<file path="src/rtl/otp_byte_fifo.sv">
// First-word-fall-through byte FIFO that captures the foo otp bus.
// It provides valid/ready handshakes on both sides, an occupancy count and a sticky back-pressure flag.
module otp_byte_fifo #(
  parameter int WIDTH = 8,
  parameter int DEPTH = 4,
  parameter int AW    = 2
) (
  input  logic             clk,
  input  logic             rst_n,
  input  logic [0:WIDTH-1] inp,
  input  logic             inp_valid,
  output logic             inp_ready,
  output logic [0:WIDTH-1] otp,
  output logic             otp_valid,
  input  logic             otp_ready,
  output logic [AW:0]      count,
  output logic             stall,
  input  logic             clr_stall
);

  localparam logic [AW:0] LP_FULL = (AW+1)'(DEPTH);

  logic [0:WIDTH-1] r_mem [DEPTH];
  logic [AW-1:0]    r_wrPtr;
  logic [AW-1:0]    r_rdPtr;
  logic [AW:0]      r_count;
  logic             r_stall;

  logic w_push;
  logic w_pop;
  logic w_stallSet;

  // Flags depend only on registered occupancy, so there is no ready-through path.
  assign inp_ready  = (r_count != LP_FULL);
  assign otp_valid  = (r_count != '0);
  assign w_push     = inp_valid && inp_ready;
  assign w_pop      = otp_valid && otp_ready;
  assign w_stallSet = inp_valid && !inp_ready;

  assign otp   = otp_valid ? r_mem[r_rdPtr] : '0;
  assign count = r_count;
  assign stall = r_stall;

  always_ff @(posedge clk) begin
    if (w_push) begin
      r_mem[r_wrPtr] <= inp;
    end
  end

  always_ff @(posedge clk or negedge rst_n) begin
    if (!rst_n) begin
      r_wrPtr <= '0;
      r_rdPtr <= '0;
      r_count <= '0;
    end else begin
      if (w_push) begin
        r_wrPtr <= r_wrPtr + AW'(1);
      end
      if (w_pop) begin
        r_rdPtr <= r_rdPtr + AW'(1);
      end
      if (w_push && !w_pop) begin
        r_count <= r_count + (AW+1)'(1);
      end else if (w_pop && !w_push) begin
        r_count <= r_count - (AW+1)'(1);
      end
    end
  end

  // A new back-pressure event takes priority over a clear in the same cycle.
  always_ff @(posedge clk or negedge rst_n) begin
    if (!rst_n) begin
      r_stall <= 1'b0;
    end else if (w_stallSet) begin
      r_stall <= 1'b1;
    end else if (clr_stall) begin
      r_stall <= 1'b0;
    end
  end

endmodule

</file>
<file path="config.mk">
export PLATFORM = sky130hd
export DESIGN_NAME = otp_byte_fifo
export DESIGN_NICKNAME = d
export VERILOG_FILES = /design/src/rtl/otp_byte_fifo.sv
export SDC_FILE = /design/constraint.sdc
export NUM_CORES = 1
export LEC_CHECK = 0
export ABC_CLOCK_PERIOD_IN_PS = 2800
export BUFFER_PORTS_ARGS = -buffer_cell sky130_fd_sc_hd__buf_2
export CORE_UTILIZATION = 40
export DETAILED_ROUTE_END_ITERATION = 8
export GPL_ROUTABILITY_DRIVEN = 0
export GPL_TIMING_DRIVEN = 0
export HOLD_SLACK_MARGIN = 0.03
export PLACE_DENSITY = 0.57
export SLEW_MARGIN = 10
export SYNTH_ARGS = -nofsm -noshare
export SYNTH_HDL_FRONTEND = slang
export SYNTH_SLANG_ARGS = --single-unit
</file>
<file path="constraint.sdc">
create_clock -name clk -period 2.8 [get_ports clk]
set_clock_uncertainty 0.1 [all_clocks]
set_input_delay 0.56 -clock clk [delete_from_list [all_inputs] [get_ports clk]]
set_output_delay 0.56 -clock clk [all_outputs]
set_load 0.02 [all_outputs]
</file>
==> impl_metrics.py, run 1 <==
metrics = {
    "critical_path": {
        "critPathKind": "reg2out",
        "crit_path_max_fanout": 10,
        "endpoint_kind": "primary output",
        "cp-start-kind": "register",
        "arrival_ns": 1.64,
        "critPathRequiredTime_ns": 2.14,
    },
    "cts": {
        "cts_setup_buffers": 0,
        "root_buffer": "clkbuf_8",
        "cts.path.max_buffers": 2,
        "cts-resized-gates": 0,
        "cts.sinks": 40,
        "cts_made_buffers": 5,
        "cts_tree": "yes",
        "path_clk_slew_ns": 0.07,
        "ctsHoldBuffers": 1,
        "cts_max_level": 2,
        "insertion_delay_ns": 0.28,
    },
    "cells_and_area": {
        "mostFrequentLayoutCells": "edfxtp_1 (32), buf_2 (27), and2_1 (12)",
        "final_common_cell": "edfxtp_1",
        "drive_above_1_share_pct": 37.3,
        "regArea_sq_mm": 0.00116,
        "utilization_pct": 48.7,
        "nFillCells": 374,
        "area_growth_pct": 16.8,
        "nNetsFinal": 144,
        "multiInputGateArea_sq_um": 468,
        "antenna_cells": 0,
    },
    "synthesis": {
        "syn_avg_cell_area_sq_um": 18.5,
        "yosysWarnings": 0,
        "ys_ff_latch": 40,
        "ys_seq_area_share_pct": 69.1,
        "mappedNetlistArea_sq_mm": 0.00168,
        "yosysUniqueCellTypes": 21,
        "synth_area_leader_cell": "edfxtp_1",
        "yosysTopAreaCellShare_pct": 57.2,
        "syn_inst": 91,
        "synthTopCellsByArea": "edfxtp_1 (57%), dfrtp_1 (12%), mux4_2 (11%)",
        "synth_nets": 110,
    },
    "timing": {
        "setup_viol": 0,
        "setup_tns_ns": 0,
        "fmax_mhz": 434,
        "hold_viol": 0,
        "fin_crit_ns": 2.30,
        "setup_ws_ns": 0.498,
        "rsz0062_at_grt": "no",
        "slew_viol_final": 0,
        "worst_hold_slack_ns": 0.358,
        "relSlewSlack_pct": 69.6,
        "worstMarginPinSlew_ns": 0.456,
        "fin_crit_sh_pct": 82.2,
    },
    "power_and_ir_drop": {
        "p_leak_nw": 0.747,
        "p_per_area_mw_per_mm2": 1090,
        "netSwitchingFraction_pct": 35.1,
        "p_int_mw": 1.39,
        "power_mw": 2.14,
        "p_switching_uw": 752,
        "p_comb_share_pct": 42.2,
        "seqPwrFrac_pct": 41.0,
        "ir_drop_v": 0.000496,
        "p_clk_share_pct": 16.8,
    },
    "run_status": {
        "outcome": "finished clean",
    },
    "drt": {
        "via_per_inst": 4.81,
        "num_vias": 847,
        "antenna_left": 0,
        "dr.first_iter.drc_count": 45,
        "post_drt_wl_per_cell_microns": 15.9,
        "firstDrtPassIters": 4,
        "drc": 0,
        "finalWirelength_mm": 2.80,
    },
    "hold_path": {
        "hold_path.class": "in2reg",
    },
    "global_routing": {
        "grt_max_degree": 12,
        "grt_util_all_layers_pct": 14.2,
        "grt_pass1_vias": 861,
        "antenna_found_initial": 0,
        "grt-ovfl-total": 0,
        "grt_pass1_wl_mm": 4.22,
    },
    "run": {
        "maxCapViolCount": 0,
    },
    "floorplanning": {
        "die_area_sq_mm": 0.00446,
        "die_w_microns": 66.8,
        "start_util_pct": 41.7,
        "ioPinCount": 27,
        "row_count": 23,
        "core_sq_mm": 0.00403,
        "die_h_microns": 66.8,
    },
    "placed_design": {
        "port_buffers": 26,
        "dp_worst_setup_slack_ns": 0.613,
        "hpwl_mm": 1.88,
    },
}
[path summary, 6_finish.rpt]
| check | start | endpoint | slack (ns) | cells after the start |
|---|---|---|---|---|
| worst min-delay path | clr_stall | stall | 0.36 | 2 |
| max in group asynchronous | rst_n | count[0] | 1.88 | 2 |
| worst max-delay path | count[0] | otp[6] | 0.50 | 4 |
| worst min register to register | count[2] | count[2] | 0.40 | 1 |
| worst max register to register | count[0] | count[2] | 0.62 | 8 |
| min in group asynchronous | rst_n | r_rdPtr[1] | 0.55 | 2 |
[critical path, cell delays in order, from the launching register on]
cell and delay (ns):
dfrtp_1 0.45, or3_1 0.39, buf_2 0.20, and2_1 0.16
buf_2 0.15
[logic make-up (layout without fill, tap and decap cells)]
| logic type | after synthesis | count (layout) | share of synthesized area, % |
|---|---|---|---|
| adders and majority gates | 6 | 6 | 4.91 |
| xor gates and xnor gates | 6 | 6 | 3.13 |
| muxes | 10 | 10 | 12.3 |
| buffers and inverters | 9 | 44 | 3.05 |
| and+or+nand+nor | 19 | 19 | 7.22 |
| AOI/OAI and AO/OA | 1 | 1 | 0.298 |
| DFF | 40 | 40 | 69.1 |
[state kept, by name, indices dropped and copies added (netlist names)]
signal / count
count: 3
stall: 1
r_mem: 32
r_wrPtr: 2
r_rdPtr: 2
[routing by layer]
layer | share of wire [%] | track usage (%) | wire length, microns
met1 | 43 | 16.9 | 1220
met3 | 4.1 | 5.65 | 114
met2 | 51 | 23.0 | 1430
met5 | 0 | 0 | 0
met4 | 1.5 | 5.59 | 42
[cell type report]
cell class | instances | share of cell area (%)
multi-input cells | 42 | 23.8
well taps | 50 | 3.19
repair buffers | 27 | 7.14
inverters | 5 | 0.956
clock inverters | 1 | 0.191
flip-flops and latches | 40 | 59.1
clock buffers | 7 | 3.89
plain buffers | 4 | 1.66
[power by group through the flow]
stage | Sequential [mW] | Combinational (mW) | Clock [mW]
after floorplan | 0.911 | 0.637 | 0
after global placement | 0.883 | 0.900 | 0
after detailed placement | 0.892 | 0.923 | 0
after CTS | 0.881 | 0.928 | 0.371
after global routing | 0.895 | 1.01 | 0.392
final | 0.878 | 0.905 | 0.359
[metrics by stage]
| stage | cells | instance area, sq um |
|---|---|---|
| floorplan | 91 | 1680 |
| global placement | 167 | 1870 |
| detailed placement | 167 | 1870 |
| CTS | 176 | 1960 |
| global route | 176 | 1960 |
| finish | 176 | 1960 |
[Yosys cell counts]
master and number:
or3_1 1, inv_1 5, clkbuf_2 1, nor2b_1 1
mux2_2 1, nor3b_2 1, edfxtp_1 32, buf_6 2
mux2_4 1, nand3_2 1, dfrtp_1 8, fa_1 1
xor2_1 2, buf_2 1, and2_1 12, nand2_1 2
xnor2_1 4, nor2_1 1, mux4_2 8, o21ai_0 1
ha_1 5
Note: power is estimated with default switching activity, not from simulation.
==> run 2: changes to the inputs <==
Settings changed: ABC_CLOCK_PERIOD_IN_PS 2800 to 2300.
Clock period 2.8 ns to 2.3 ns, I/O delays scaled along.
==> run 2 against run 1 <==
Against the previous run: clock power is 22% higher; largest power group unchanged; critical path depth stayed put; count of clock-buffer cells in the layout unchanged; non-clock buffer count unchanged.
==> impl_metrics.py, run 2 (same netlist as run 1, synthesis figures left out) <==
metrics = {
    "critical_path": {
        "crit_chain": "buf_6 -> mux4_2 -> and2_1 -> buf_2",
        "crit_path_max_fanout": 10,
        "cp-start-kind": "register",
        "critPathRequiredTime_ns": 1.74,
        "arrival_ns": 1.64,
        "endpoint_kind": "primary output",
        "critPathKind": "reg2out",
        "max_stage_delay_ns": 0.50,
        "cpMaxStageDelayCell": "mux4_2",
    },
    "drt": {
        "firstDrtPassIters": 4,
        "wl_met2_mm": 1.43,
        "finalWirelength_mm": 2.81,
        "via_per_inst": 4.84,
        "post_drt_wl_per_cell_microns": 15.9,
        "met3RoutedLength_microns": 140,
        "drc": 0,
        "dr.first_iter.drc_count": 43,
        "antenna_left": 0,
        "wl_met1_mm": 1.19,
        "num_vias": 851,
        "top_layer": "met4",
    },
    "cts": {
        "cts_made_buffers": 5,
        "insertion_delay_ns": 0.28,
        "root_buffer": "clkbuf_8",
        "cts_setup_buffers": 0,
        "cts_tree": "yes",
        "path_clk_slew_ns": 0.07,
        "cts.path.max_buffers": 2,
        "cts_max_level": 2,
        "cts.sinks": 40,
    },
    "cells_and_area": {
        "final_common_cell": "edfxtp_1",
        "area_growth_pct": 17.1,
        "drive_above_1_share_pct": 38.9,
        "nNetsFinal": 144,
        "largest_reg_flops": 32,
        "antenna_cells": 0,
        "design_area_sq_mm": 0.00197,
        "largest_register": "r_mem",
        "stdcell_count": 176,
        "mostFrequentLayoutCells": "edfxtp_1 (32), buf_2 (27), and2_1 (12)",
    },
    "floorplanning": {
        "start_util_pct": 41.7,
        "die_area_sq_mm": 0.00446,
        "row_count": 23,
        "ioPinCount": 27,
        "die_h_microns": 66.8,
        "core_sq_mm": 0.00403,
        "die_w_microns": 66.8,
    },
    "placed_design": {
        "hpwl_mm": 1.88,
        "place_area_sq_mm": 0.00187,
        "dp.cells": 167,
        "port_buffers": 26,
    },
    "global_routing": {
        "grt_util_all_layers_pct": 14.2,
        "antenna_found_initial": 0,
        "grt_pass1_vias": 861,
        "grt_max_degree": 12,
        "grt_pass1_wl_mm": 4.22,
        "grt-ovfl-total": 0,
    },
    "run": {
        "maxCapViolCount": 0,
    },
    "power_and_ir_drop": {
        "ir_drop_v": 0.000604,
        "p_leak_nw": 0.744,
        "p_per_area_mw_per_mm2": 1330,
    },
    "run_status": {
        "outcome": "finished clean",
    },
    "timing": {
        "fin_crit_ns": 2.20,
        "relSlewSlack_pct": 69.6,
        "hold_viol": 0,
        "setup_viol": 0,
        "worstMarginPinSlew_ns": 0.456,
        "rsz0062_at_grt": "no",
        "fmax_mhz": 455,
        "setup_tns_ns": 0,
        "slew_viol_final": 0,
        "fin_crit_sh_pct": 95.6,
    },
    "hold_path": {
        "hold_path.class": "in2reg",
    },
}
-- run 2: cell types whose count changed in the layout (fill, tap and decap cells not counted) --
cell | previous run | this run
dfrtp_1 | 8 | 7
dfrtp_2 | 0 | 1
ha_1 | 5 | 4
ha_2 | 0 | 1
-- run 2: worst paths after layout --
kind | cells after the start | from | to | slack [ns]
max | 4 | r_rdPtr[0] | otp[6] | 0.10
min | 2 | clr_stall | stall | 0.26
max reg2reg | 8 | count[1] | count[2] | 0.13
min reg2reg | 1 | count[2] | count[2] | 0.40
max in group asynchronous | 2 | rst_n | count[0] | 1.46
min in group asynchronous | 2 | rst_n | r_rdPtr[1] | 0.46
-- run 2: metrics by stage --
stage | utilization (%) | total power [mW] | hold slack (ns) | worst slack, ns
6_report | 48.8 | 2.61 | 0.258 | 0.101
5_1_grt | 48.8 | 2.80 | 0.275 | 0.0114
4_1_cts | 48.7 | 2.65 | 0.256 | 0.0607
3_5_place_dp | 46.5 | 2.21 | 0.217 | 0.113
3_3_place_gp | 46.5 | 2.17 | 0.212 | 0.169
2_1_floorplan | - | 1.88 | 0.0644 | 0.165
-- run 2: layout make-up --
type | count | area, sq um
buffer | 4 | 32.5
clock buffer | 7 | 76.3
clock inverter | 1 | 3.75
fill | 372 | 2060
inverter | 5 | 18.8
multi-input combinational | 42 | 470
sequential | 40 | 1160
tap | 50 | 62.6
timing repair buffer | 27 | 140
-- run 2: layer usage --
metal  vias to the layer above  track usage (%)
met2                        22             23.0
met1                       425             16.9
met5                         -                0
met4                         0             5.59
li1                        399                -
met3                         5             5.65
-- run 2: timing repair --
item,CTS,global route
gates resized for setup,0,2
hold buffers,1,0
endpoints found under the hold margin,8,0
endpoints found under the setup margin,0,1
-- run 2: where the power goes --
group / switching, mW / internal [mW] / total, mW
Combinational: 0.604 / 0.502 / 1.11
Sequential: 0.0863 / 0.985 / 1.07
Clock: 0.226 / 0.211 / 0.437
Total: 0.916 / 1.70 / 2.61
-- run 2: critical path: cells and delay by family, from the launching register on --
family / cells / cell delay [ns]
AND/OR/NAND/NOR: 1 / 0.17
buffers and inverters: 2 / 0.34
flip-flops: 1 / 0.34
multiplexers: 1 / 0.50
==> run 3: changes to the inputs <==
Settings changed: ABC_AREA from default to 1, PLACE_DENSITY 0.57 to 0.56.
==> run 3 against run 2 <==
Against the previous run: synthesized cell count up 100%; count of clock-buffer cells in the layout down 2; wire length up 32%; synthesized area up 12%; design area up 9.9%; first-iteration DRC count up 14%.
==> impl_metrics.py, run 3 <==
metrics = {
    "synthesis": {
        "ys.flop_type": "edfxtp_1",
        "syn_avg_cell_area_sq_um": 10.1,
        "mappedNetlistArea_sq_mm": 0.00187,
        "synth_common_cells": "inv_1 (49), nand2_1 (46), edfxtp_1 (32), nand3_1 (19), dfrtp_1 (8)",
        "yosysWarnings": 0,
        "synth_area_leader_cell": "edfxtp_1",
        "ys_seq_area_share_pct": 61.9,
        "synth_most_common_cell": "inv_1",
        "synth-edff-count": 32,
        "synthTopCellsByArea": "edfxtp_1 (51%), dfrtp_1 (11%), inv_1 (9.8%)",
        "ys_ff_latch": 40,
        "synth_nets": 205,
        "yosysUniqueCellTypes": 21,
        "async_flop_share_pct": 20.0,
        "syn_inst": 186,
        "yosysTopAreaCellShare_pct": 51.3,
    },
    "floorplanning": {
        "ioPinCount": 27,
        "die_w_microns": 70.5,
        "core_sq_mm": 0.00441,
        "die_area_sq_mm": 0.00496,
        "die_h_microns": 70.5,
        "row_count": 24,
        "start_util_pct": 42.5,
    },
    "power_and_ir_drop": {
        "power_mw": 2.85,
        "p_per_area_mw_per_mm2": 1320,
        "p_leak_nw": 1.05,
        "ir_drop_v": 0.000623,
    },
    "critical_path": {
        "crit_path_max_fanout": 8,
        "cp-start-kind": "register",
        "max_stage_delay_ns": 0.44,
        "reg2reg_from": "count[0]",
        "critPathRequiredTime_ns": 1.74,
        "crit_chain": "inv_1 -> nand3_1 -> inv_1 -> a21oi_1 -> buf_2",
        "arrival_ns": 1.56,
        "reg2reg_to": "count[1]",
        "cpMaxStageDelayCell": "dfrtp_1",
        "crit_top_cell": "inv_1",
        "critPathKind": "reg2out",
        "r2r_cells": 9,
        "reg2reg_slack_ns": 0.25,
        "crit_buf_inv": 3,
        "endpoint_kind": "primary output",
        "crit_family": "buffers and inverters",
    },
    "hold_path": {
        "hold_path.class": "in2reg",
        "hold_path_end": "stall",
        "hold_path_depth": 2,
        "worstHoldStart": "clr_stall",
    },
    "cells_and_area": {
        "final_common_cell": "inv_1",
        "largest_register": "r_mem",
        "mostFrequentLayoutCells": "inv_1 (49), nand2_1 (46), edfxtp_1 (32)",
        "design_area_sq_mm": 0.00216,
        "largest_reg_flops": 32,
        "stdcell_count": 273,
        "drive_above_1_share_pct": 19.0,
        "antenna_cells": 0,
        "area_growth_pct": 15.4,
        "nNetsFinal": 239,
    },
    "placed_design": {
        "hpwl_mm": 2.48,
        "place_area_sq_mm": 0.00207,
        "dp_worst_setup_slack_ns": 0.265,
        "port_buffers": 26,
        "dp.cells": 264,
    },
    "cts": {
        "cts.path.max_buffers": 2,
        "path_clk_slew_ns": 0.07,
        "cts_made_buffers": 5,
        "cts_max_level": 2,
        "cts_tree": "yes",
        "cts.sinks": 40,
        "root_buffer": "clkbuf_8",
        "cts-resized-gates": 0,
        "insertion_delay_ns": 0.30,
    },
    "timing": {
        "relSlewSlack_pct": 40.0,
        "slew_viol_final": 0,
        "worstMarginPinSlew_ns": 0.896,
        "setup_tns_ns": 0,
        "fmax_mhz": 473,
        "setup_ws_ns": 0.185,
        "rsz0062_at_grt": "no",
        "setup_viol": 0,
        "hold_viol": 0,
        "fin_crit_sh_pct": 92.0,
        "fin_crit_ns": 2.12,
    },
    "global_routing": {
        "grt_max_degree": 13,
        "grt_util_all_layers_pct": 17.0,
        "grt-ovfl-total": 0,
        "antenna_found_initial": 0,
        "grt_pass1_vias": 1229,
        "grt_pass1_wl_mm": 6.12,
    },
    "drt": {
        "dr.first_iter.drc_count": 49,
        "firstDrtPassIters": 4,
        "via_per_inst": 4.63,
        "drc": 0,
        "post_drt_wl_per_cell_microns": 13.5,
        "antenna_left": 0,
        "num_vias": 1264,
        "finalWirelength_mm": 3.69,
    },
    "run": {
        "maxCapViolCount": 0,
    },
    "run_status": {
        "outcome": "finished clean",
    },
}
==> run 3: changes by cell type in the layout (fill, tap and decap cells not counted), sizes merged, moves of 3 or more <==
cell	delta
mux4	-8
inv	+45
nand2	+45
a21oi	+8
clkbuf	-3
nand3	+20
nor2	+3
and2	-12
==> run 3: area by class of cell <==
| type | count | area (sq um) |
|---|---|---|
| Buffer | 4 | 45.0 |
| Clock buffer | 5 | 68.8 |
| Clock inverter | 3 | 13.8 |
| Fill cell | 410 | 2250 |
| Inverter | 50 | 193 |
| Multi-Input combinational cell | 92 | 475 |
| Sequential cell | 40 | 1160 |
| Tap cell | 52 | 65.1 |
| Timing Repair Buffer | 27 | 140 |
==> run 3: where the power goes <==
group / internal, mW / leakage [nW] / total [mW] / switching (mW)
combinational: 0.458 / 0.616 / 1.35 / 0.893
clock: 0.206 / 0.0453 / 0.439 / 0.234
sequential: 0.976 / 0.391 / 1.06 / 0.0848
==> run 3: worst register-to-register path, stage by stage, from the launching register on <==
cell and delay [ns]:
dfrtp_1 0.44, inv_1 0.11, nand3_2 0.11, nand2_1 0.21
inv_1 0.10, ha_1 0.23, inv_1 0.09, fa_1 0.42
nand2_1 0.07, o21ai_0 0.07
==> run 3: routing by layer <==
layer	routed length [microns]	up-vias	GRT usage (%)	part of all wire (%)
met5	0	-	0	0
met2	1870	28	27.2	51
met4	74	0	8.67	2.0
met3	149	8	4.76	4.0
li1	-	646	-	-
met1	1600	582	20.9	43
==> run 3: how the worst max path moves through the flow <==
stage | slack [ns] | cells after the start | end | from
floorplan | 0.20 | 10 | count[2] | count[0]
global placement | 0.35 | 9 | count[1] | count[0]
detailed placement | 0.26 | 9 | count[1] | count[0]
CTS | 0.17 | 5 | otp[5] | count[0]
global route | 0.04 | 9 | count[1] | count[0]
finish | 0.18 | 5 | otp[5] | count[0]
==> run 3: kinds of logic after synthesis <==
logic type / synth area share (%)
AOI/OAI and AO/OA: 3.20
adders and majority gates: 4.41
DFF: 61.9
and+or+nand+nor: 16.8
buffers and inverters: 12.7
xor gates and xnor gates: 0.935
==> run 3: per-stage QoR <==
step | hold slack, ns | util, %
after global placement | 0.209 | 46.9
after CTS | 0.253 | 49.0
final | 0.267 | 49.0
after floorplan | 0.0644 | -
after global routing | 0.269 | 49.0
after detailed placement | 0.215 | 46.9
==> run 3: what timing repair did <==
action,in CTS,in global routing
hold buffers,1,0
setup buffers,0,0
endpoints found under the hold margin,8,0
setup endpoints to repair,0,0
